--- src/rtl/router_pkg.sv ---
// Shared types and header layout for the 1x3 router ingress stage.
package router_pkg;

    localparam int         NUM_PORTS    = 3;
    localparam logic [1:0] ADDR_INVALID = 2'b11;
    localparam int         LEN_MSB      = 7;
    localparam int         LEN_LSB      = 2;

    typedef enum logic [2:0] {
        DECODE,
        WAIT_EMPTY,
        LOAD_FIRST,
        LOAD_DATA,
        FULL_HOLD,
        LOAD_AFTER_FULL,
        CHECK_PARITY,
        DROP
    } state_t;

endpackage

--- src/rtl/router_ingress_fsm.sv ---
// Ingress control: state register, next-state logic and decoded busy/lfd/load strobes.
module router_ingress_fsm
    import router_pkg::*;
(
    input  logic                 clock,
    input  logic                 resetn,
    input  logic                 pkt_valid,
    input  logic [LEN_LSB-1:0]   hdr_addr,
    input  logic [LEN_LSB-1:0]   addr,
    input  logic [NUM_PORTS-1:0] fifo_full,
    input  logic [NUM_PORTS-1:0] fifo_empty,
    input  logic [NUM_PORTS-1:0] soft_reset,
    input  logic                 hold_is_parity,
    output state_t               state,
    output logic                 busy,
    output logic                 lfd_state,
    output logic                 write,
    output logic                 load_hdr,
    output logic                 load_payload,
    output logic                 load_parity,
    output logic                 load_hold,
    output logic                 check_parity
);

    state_t     next_state;
    logic [3:0] full_x;
    logic [3:0] empty_x;
    logic [3:0] sr_x;
    logic       full_sel;
    logic       empty_sel;
    logic       hdr_empty;
    logic       abort;

    // Pad the per-port flags to the full address range so address 3 indexes a zero.
    assign full_x    = {{(4-NUM_PORTS){1'b0}}, fifo_full};
    assign empty_x   = {{(4-NUM_PORTS){1'b0}}, fifo_empty};
    assign sr_x      = {{(4-NUM_PORTS){1'b0}}, soft_reset};
    assign full_sel  = full_x[addr];
    assign empty_sel = empty_x[addr];
    assign hdr_empty = empty_x[hdr_addr];
    assign abort     = sr_x[addr] && (state != DECODE) && (state != DROP);

    always_ff @(posedge clock) begin
        if (!resetn) state <= DECODE;
        else         state <= next_state;
    end

    always_comb begin
        next_state   = state;
        busy         = 1'b0;
        lfd_state    = 1'b0;
        write        = 1'b0;
        load_hdr     = 1'b0;
        load_payload = 1'b0;
        load_parity  = 1'b0;
        load_hold    = 1'b0;
        check_parity = 1'b0;
        case (state)
            DECODE: begin
                if (pkt_valid) begin
                    load_hdr = 1'b1;
                    if (hdr_addr == ADDR_INVALID) next_state = DROP;
                    else if (hdr_empty)           next_state = LOAD_FIRST;
                    else                          next_state = WAIT_EMPTY;
                end
            end
            WAIT_EMPTY: begin
                busy = 1'b1;
                if (empty_sel) next_state = LOAD_FIRST;
            end
            LOAD_FIRST: begin
                busy       = 1'b1;
                write      = 1'b1;
                lfd_state  = 1'b1;
                next_state = LOAD_DATA;
            end
            LOAD_DATA: begin
                write        = !full_sel;
                load_payload = pkt_valid;
                load_parity  = !pkt_valid;
                load_hold    = full_sel;
                if (full_sel)        next_state = FULL_HOLD;
                else if (!pkt_valid) next_state = CHECK_PARITY;
            end
            FULL_HOLD: begin
                busy = 1'b1;
                if (!full_sel) next_state = LOAD_AFTER_FULL;
            end
            LOAD_AFTER_FULL: begin
                busy       = 1'b1;
                write      = 1'b1;
                next_state = hold_is_parity ? CHECK_PARITY : LOAD_DATA;
            end
            CHECK_PARITY: begin
                busy         = 1'b1;
                check_parity = 1'b1;
                next_state   = DECODE;
            end
            DROP: begin
                if (!pkt_valid) next_state = DECODE;
            end
            default: next_state = DECODE;
        endcase

        // A timeout on the active port abandons the packet without touching the FIFO or err.
        if (abort) begin
            next_state   = DECODE;
            write        = 1'b0;
            lfd_state    = 1'b0;
            load_payload = 1'b0;
            load_parity  = 1'b0;
            load_hold    = 1'b0;
            check_parity = 1'b0;
        end
    end

endmodule

--- src/rtl/router_ingress.sv ---
// Router ingress datapath: header/hold/parity registers and FIFO write muxing around the FSM.
module router_ingress
    import router_pkg::*;
#(
    parameter int DATA_W = 8
)
(
    input  logic                 clock,
    input  logic                 resetn,
    input  logic                 pkt_valid,
    input  logic [DATA_W-1:0]    data_in,
    input  logic [NUM_PORTS-1:0] fifo_full,
    input  logic [NUM_PORTS-1:0] fifo_empty,
    input  logic [NUM_PORTS-1:0] soft_reset,
    output logic                 busy,
    output logic [DATA_W-1:0]    dout,
    output logic [NUM_PORTS-1:0] write_en,
    output logic                 lfd_state,
    output logic                 err
);

    state_t             state;
    logic [LEN_LSB-1:0] addr;
    logic [LEN_MSB:0]   hdr;
    logic [DATA_W-1:0]  hold;
    logic [DATA_W-1:0]  run_par;
    logic [DATA_W-1:0]  rx_par;
    logic               hold_is_parity;
    logic               write;
    logic               load_hdr;
    logic               load_payload;
    logic               load_parity;
    logic               load_hold;
    logic               check_parity;

    router_ingress_fsm u_fsm (
        .clock          (clock),
        .resetn         (resetn),
        .pkt_valid      (pkt_valid),
        .hdr_addr       (data_in[LEN_LSB-1:0]),
        .addr           (addr),
        .fifo_full      (fifo_full),
        .fifo_empty     (fifo_empty),
        .soft_reset     (soft_reset),
        .hold_is_parity (hold_is_parity),
        .state          (state),
        .busy           (busy),
        .lfd_state      (lfd_state),
        .write          (write),
        .load_hdr       (load_hdr),
        .load_payload   (load_payload),
        .load_parity    (load_parity),
        .load_hold      (load_hold),
        .check_parity   (check_parity)
    );

    always_ff @(posedge clock) begin
        if (!resetn) begin
            addr           <= '0;
            hdr            <= '0;
            hold           <= '0;
            run_par        <= '0;
            rx_par         <= '0;
            hold_is_parity <= 1'b0;
            err            <= 1'b0;
        end else begin
            if (load_hdr) begin
                addr    <= data_in[LEN_LSB-1:0];
                hdr     <= data_in;
                run_par <= data_in;
                err     <= 1'b0;
            end
            if (load_payload) run_par <= run_par ^ data_in;
            if (load_parity)  rx_par  <= data_in;
            // A byte refused by a full FIFO is parked with a note of whether it closes the packet.
            if (load_hold) begin
                hold           <= data_in;
                hold_is_parity <= !pkt_valid;
            end
            if (check_parity) err <= (run_par != rx_par);
        end
    end

    always_comb begin
        dout = '0;
        case (state)
            LOAD_FIRST:      dout = hdr;
            LOAD_DATA:       dout = data_in;
            LOAD_AFTER_FULL: dout = hold;
            default:         dout = '0;
        endcase
    end

    assign write_en = write ? (NUM_PORTS'(1) << addr) : '0;

endmodule

--- config.mk ---
export PLATFORM = sky130hd
export DESIGN_NAME = router_ingress
export DESIGN_NICKNAME = d
export VERILOG_FILES = /design/src/rtl/router_pkg.sv /design/src/rtl/router_ingress_fsm.sv /design/src/rtl/router_ingress.sv
export SDC_FILE = /design/constraint.sdc
export NUM_CORES = 1
export LEC_CHECK = 0
export ABC_CLOCK_PERIOD_IN_PS = 3100
export BUFFER_PORTS_ARGS = -buffer_cell sky130_fd_sc_hd__buf_4
export CAP_MARGIN = 20
export CELL_PAD_IN_SITES_DETAIL_PLACEMENT = 1
export CELL_PAD_IN_SITES_GLOBAL_PLACEMENT = 2
export CORE_UTILIZATION = 35
export DETAILED_ROUTE_END_ITERATION = 6
export PLACE_DENSITY_LB_ADDON = 0.25
export SLEW_MARGIN = 20
export SYNTH_ARGS = -nofsm -noshare
export SYNTH_HDL_FRONTEND = slang
export SYNTH_SLANG_ARGS = --single-unit
export TNS_END_PERCENT = 50
--- constraint.sdc ---
create_clock -name clock -period 3.1 [get_ports clock]
set_input_delay 0.62 -clock clock [delete_from_list [all_inputs] [get_ports clock]]
set_output_delay 0.62 -clock clock [all_outputs]
set_load 0.03 [all_outputs]
======== Word level (Yosys, flattened, before mapping) ========
Index checks and enable logic that the tools add are counted.
word-level totals
  bits of input ports ..................... 20
  output and inout port bits .............. 14
  bits in registers ....................... 39
cells by class
  reductions and logical operators ........ 12
  bitwise logic cells ..................... 2
  mux-type cells .......................... 39
  $lt $le $gt $ge ......................... 2
  equality and inequality tests ........... 15
  shift operators ......................... 1
operator list
  cell                                                                   number
  3-bit 2-to-1 mux                                                       9
  3-bit one-hot mux with 8 select lines                                  1
  8-bit one-hot mux with 3 select lines                                  1
  1-bit 2-to-1 mux                                                       20
  8-bit 2-to-1 mux                                                       2
  3-bit == test (second input constant)                                  4
  1-bit binary-select mux with 2-bit select                              4
  8-bit != test                                                          1
  8-bit XOR                                                              1
  3-bit by 2-bit == test with 1-bit output (second input constant)       2
  2-bit by 3-bit < comparator with 1-bit output (second input constant)  2
  2-bit != test (second input constant)                                  3
  5-bit AND reduction                                                    1
  5-bit OR reduction                                                     1
  2-bit nonzero test                                                     2
  2-bit OR reduction                                                     2
  3-bit by 1-bit == test with 1-bit output (second input constant)       1
  3-bit zero test                                                        1
  3-bit by 2-bit != test with 1-bit output (second input constant)       1
  3-bit != test (second input constant)                                  1
  3-bit nonzero test                                                     1
  1-bit by 2-bit left shift with 3-bit output (first input constant)     1
  2-bit == test (second input constant)                                  1
  1-bit logical AND                                                      2
  5 further kinds                                                        6

======== Longest topological paths before layout ========
  depth after elaboration ................. 6
  mapped depth ............................ 7
  gate-level depth less buffers ........... 5

======== Hierarchy ========
Synthesis repeated with hierarchy kept, for this count alone.
unflattened totals
  cell total of the unflattened synthesis .. 228
  area total of the unflattened synthesis .. 2,104.5 µm²
modules (own cells, without submodules)
  module              area each (µm²)  instances  seq. area each (µm²)  cells an instance
  router_ingress      1,671.6          1          680.7                 166
  router_ingress_fsm  432.9            1          60.1                  62

======== Least setup slack after synthesis ========
OpenSTA, ideal clock, no wires.
  path kind ............................... input to output
  start point ............................. input fifo_full[2]
  end point ............................... output write_en[1]
  slack ................................... 0.192 ns
  path buffers ............................ 0
  stages .................................. 5
  data arrival time ....................... 2.288 ns
  data required time ...................... 2.480 ns
  cells stage by stage .................... mux2_2 > mux2i_4 > nor2_1 > o22ai_1 > nor4bb_1
between the ends
  word-level cells in the longest chain between the ends .. 6
ends and longest elaborated chain
  item                                       line                       source
  start: declaration                         router_ingress.sv:12       input logic [NUM_PORTS-1:0] fifo_full,
  1-bit binary-select mux with 2-bit select  router_ingress_fsm.sv:38   assign full_sel = full_x[addr];
  1-bit 2-to-1 mux (implied by the code)     router_ingress_fsm.sv:38
  1-bit zero test                            router_ingress_fsm.sv:78   write = !full_sel;
  1-bit one-hot mux with 2 select lines      router_ingress_fsm.sv:58   case (state)
  1-bit 2-to-1 mux                           router_ingress_fsm.sv:106  if (abort) begin
  3-bit 2-to-1 mux                           router_ingress.sv:94       assign write_en = write ? (NUM_PORTS'(1) << addr) : '0;
  end: declaration                           router_ingress.sv:17       output logic [NUM_PORTS-1:0] write_en,
No other way between the ends. The select of a mux whose other input is x is not followed.

======== Worst setup path in the final report ========
Ends and elaborated chain as after synthesis.

==> results.cfg <==
[worst_setup_path]
arrival_ns = 1.94
max_stage_delay_ns = 0.30
critPathKind = primary input to output pin
crit_chain = buf_4 -> mux2_2 -> mux2i_4 -> nor2_1 -> o22ai_1 -> nor4bb_1 -> buf_4
crit_buf_inv = 2
critical_path.endpoint_type = output pin
crit_top_cell = buf_4
cpLargestDelayFamily = multiplexers
worstSetupStartpointType = primary input
path_max_fanout = 5
cpMaxStageDelayCell = mux2_2
required_ns = 2.48

[finish]
finalNetCount = 320
final_cell_area_um2 = 2560
n_antenna_cell = 0
areaGrowthSynthToFinish_pct = 18.7
drive_gt1_share_pct = 19.3

[clock_network]
hold_buffers = 0
cts_inserted_buffers = 5
htree_levels = 2
clockBufferDepth = 2
cts_resized = 0
numClockSinks = 37
clk_latency_ns = 0.29
cts_tree = yes
cts-root-buf = clkbuf_8
cts_setup_buffers = 0
clkTransAtPathRegs_ns = 0.07

[pwr]
vdd_drop_max_v = 0.000285
power.density_nw_per_um2 = 671
p_leak_nw = 1.01

[route]
vias = 2048
dr.pass1.iters = 4
viasPerCell = 5.45
wl_per_cell_um = 15.9
drtIter0Drc = 90
ant_nets = 0
drc = 0
wl_mm = 5.96

[global_route]
grt_pass1_wl_mm = 9.67
grt_remaining_overflow = 0
grt_max_degree = 53
grt_usage_pct = 19.8
grt_antenna_before_repair = 0
first_global_vias = 1866

[timing]
period_minus_slack_ns = 2.56
rsz0062_at_grt = no
setup_tns_ns = 0
period_share_pct = 82.7
setup_violations = 0
skew_ns = 0.0108
hold_violations = 0
slew_viol_final = 0
max-slew-margin-rel_pct = 57.7
worst_pin_slew_ns = 0.632
max_clock_freq_ghz = 0.390

[die]
ios = 34
rows = 28
die_x_um = 80.5
coreArea_um2 = 5920
die_h_um = 80.5
die_area_um2 = 6470
start_util_pct = 36.4

[run]
drv_cap = 0

[yosys]
synth_area_um2 = 2150
yosysUniqueCellTypes = 46
seq_area_frac_synth_pct = 34.4
synth-async-reset-ratio_pct = 0
yosys_register_bits = 37
syn_nets = 290
ys.flop_type = dfxtp_1
synth_enable_flop_cells = 0
ys_warn_count = 0
syn_area_per_cell_um2 = 7.98
postSynthCellCount = 270

[hold_path]
hold_path.class = register to register

[outcome]
status = complete, no violations

[place]
gp_congestion = 0.781
hpwl_mm = 4.15
port_buffers = 33
placed_cell_area_um2 = 2460
[power by group]
group	switching (mW)	leakage, nW	internal (mW)
Clock	0.188	0.0512	0.181
Sequential	0.0483	0.301	0.539
Combinational	0.474	0.661	0.285
Total	0.710	1.01	1.00
[final timing paths]
check	depth (start not counted)	from	to	slack [ns]
setup / recovery	7	fifo_full[2]	write_en[1]	0.54
hold / removal	2	hold[5]	hold[5]	0.46
setup reg to reg	6	hdr[1]	hold_is_parity	1.05
hold reg to reg	2	hold[5]	hold[5]	0.46
[state kept, by name (all words and copies together) (netlist names)]
| register | flops |
|---|---|
| hold | 8 |
| hdr | 7 |
| rx_par | 8 |
| u_fsm.state | 3 |
| addr | 1 |
| err | 1 |
| hold_is_parity | 1 |
| run_par | 8 |
[layer usage]
metal  global-route usage [%]  up-vias  share of wire, %
li1                         -     1033                 -
met1                     27.1      979                49
met2                     31.9       32                48
met3                     3.75        4               2.9
met4                     4.82        0              0.67
met5                        0        -                 0
[stage by stage]
step                      worst slack, ns  instances  utilization (%)  power, mW  hold WS [ns]
after global placement              0.528        368             41.6       1.35         0.446
after CTS                           0.510        376             43.2       1.73         0.465
final                               0.537        376             43.2       1.72         0.461
after global routing                0.356        376             43.2       1.83         0.492
after floorplan                     0.192        270                -       1.13         0.436
after detailed placement            0.511        368             41.6       1.36         0.454
[Yosys cell counts, types with 2 or more instances]
cell type	count	area, um2
a21o_1	9	67.6
o21ai_0	30	150
a311oi_1	8	70.1
nand3_1	18	90.1
a21oi_1	3	15.0
nand3b_1	2	15.0
xor2_1	8	70.1
nor4_1	2	12.5
a21boi_0	8	60.1
dfxtp_1	37	741
nor3_1	5	25.0
mux2i_1	11	110
clkbuf_1	7	26.3
inv_1	4	15.0
buf_6	2	22.5
nand2_1	58	218
nor3b_1	2	15.0
nor3_4	2	32.5
nor2b_1	2	12.5
o21a_1	2	15.0
nor2_1	15	56.3
o22ai_1	3	18.8
nor4bb_1	3	30.0
buf_2	7	35.0
[cells by family after synthesis]
logic type	after synthesis	synth area share [%]
xor gates and xnor gates	8	3.25
DFF	37	34.4
muxes	13	6.68
and+or+nand+nor	113	25.4
buffers and inverters	22	5.11
AOI/OAI and AO/OA	77	25.2
[layout by cell type (no fill, tap or decap), drive strengths merged, types with 2 or more instances in the layout]
cell,instances
xor2,8
nor4,3
clkbuf,6
o21ai,31
nor2,15
a21oi,3
o21a,2
buf,41
inv,4
nor3b,2
nor2b,2
clkinv,2
mux2i,12
a21o,9
nand3b,2
o22ai,3
a311oi,8
dfxtp,37
nor4bb,3
nand3,18
a21boi,8
nor3,7
nand2,58
[area by class of cell]
| cell class | count | area [um2] |
|---|---|---|
| multi-input combinational | 211 | 1300 |
| clock buffer | 6 | 82.6 |
| fill | 734 | 3360 |
| inverter | 4 | 15.0 |
| clock inverter | 2 | 13.8 |
| timing repair buffer | 41 | 308 |
| tap | 75 | 93.8 |
| sequential | 37 | 741 |
[worst register-to-register path, cell delays in order (launching register included)]
cell and delay [ns]:
dfxtp_1 0.35, buf_4 0.19, mux2i_1 0.40, o211ai_4 0.21, nor3_4 0.57, nand2_1 0.11
o211a_1 0.14
(Power assumes the default switching activity.)
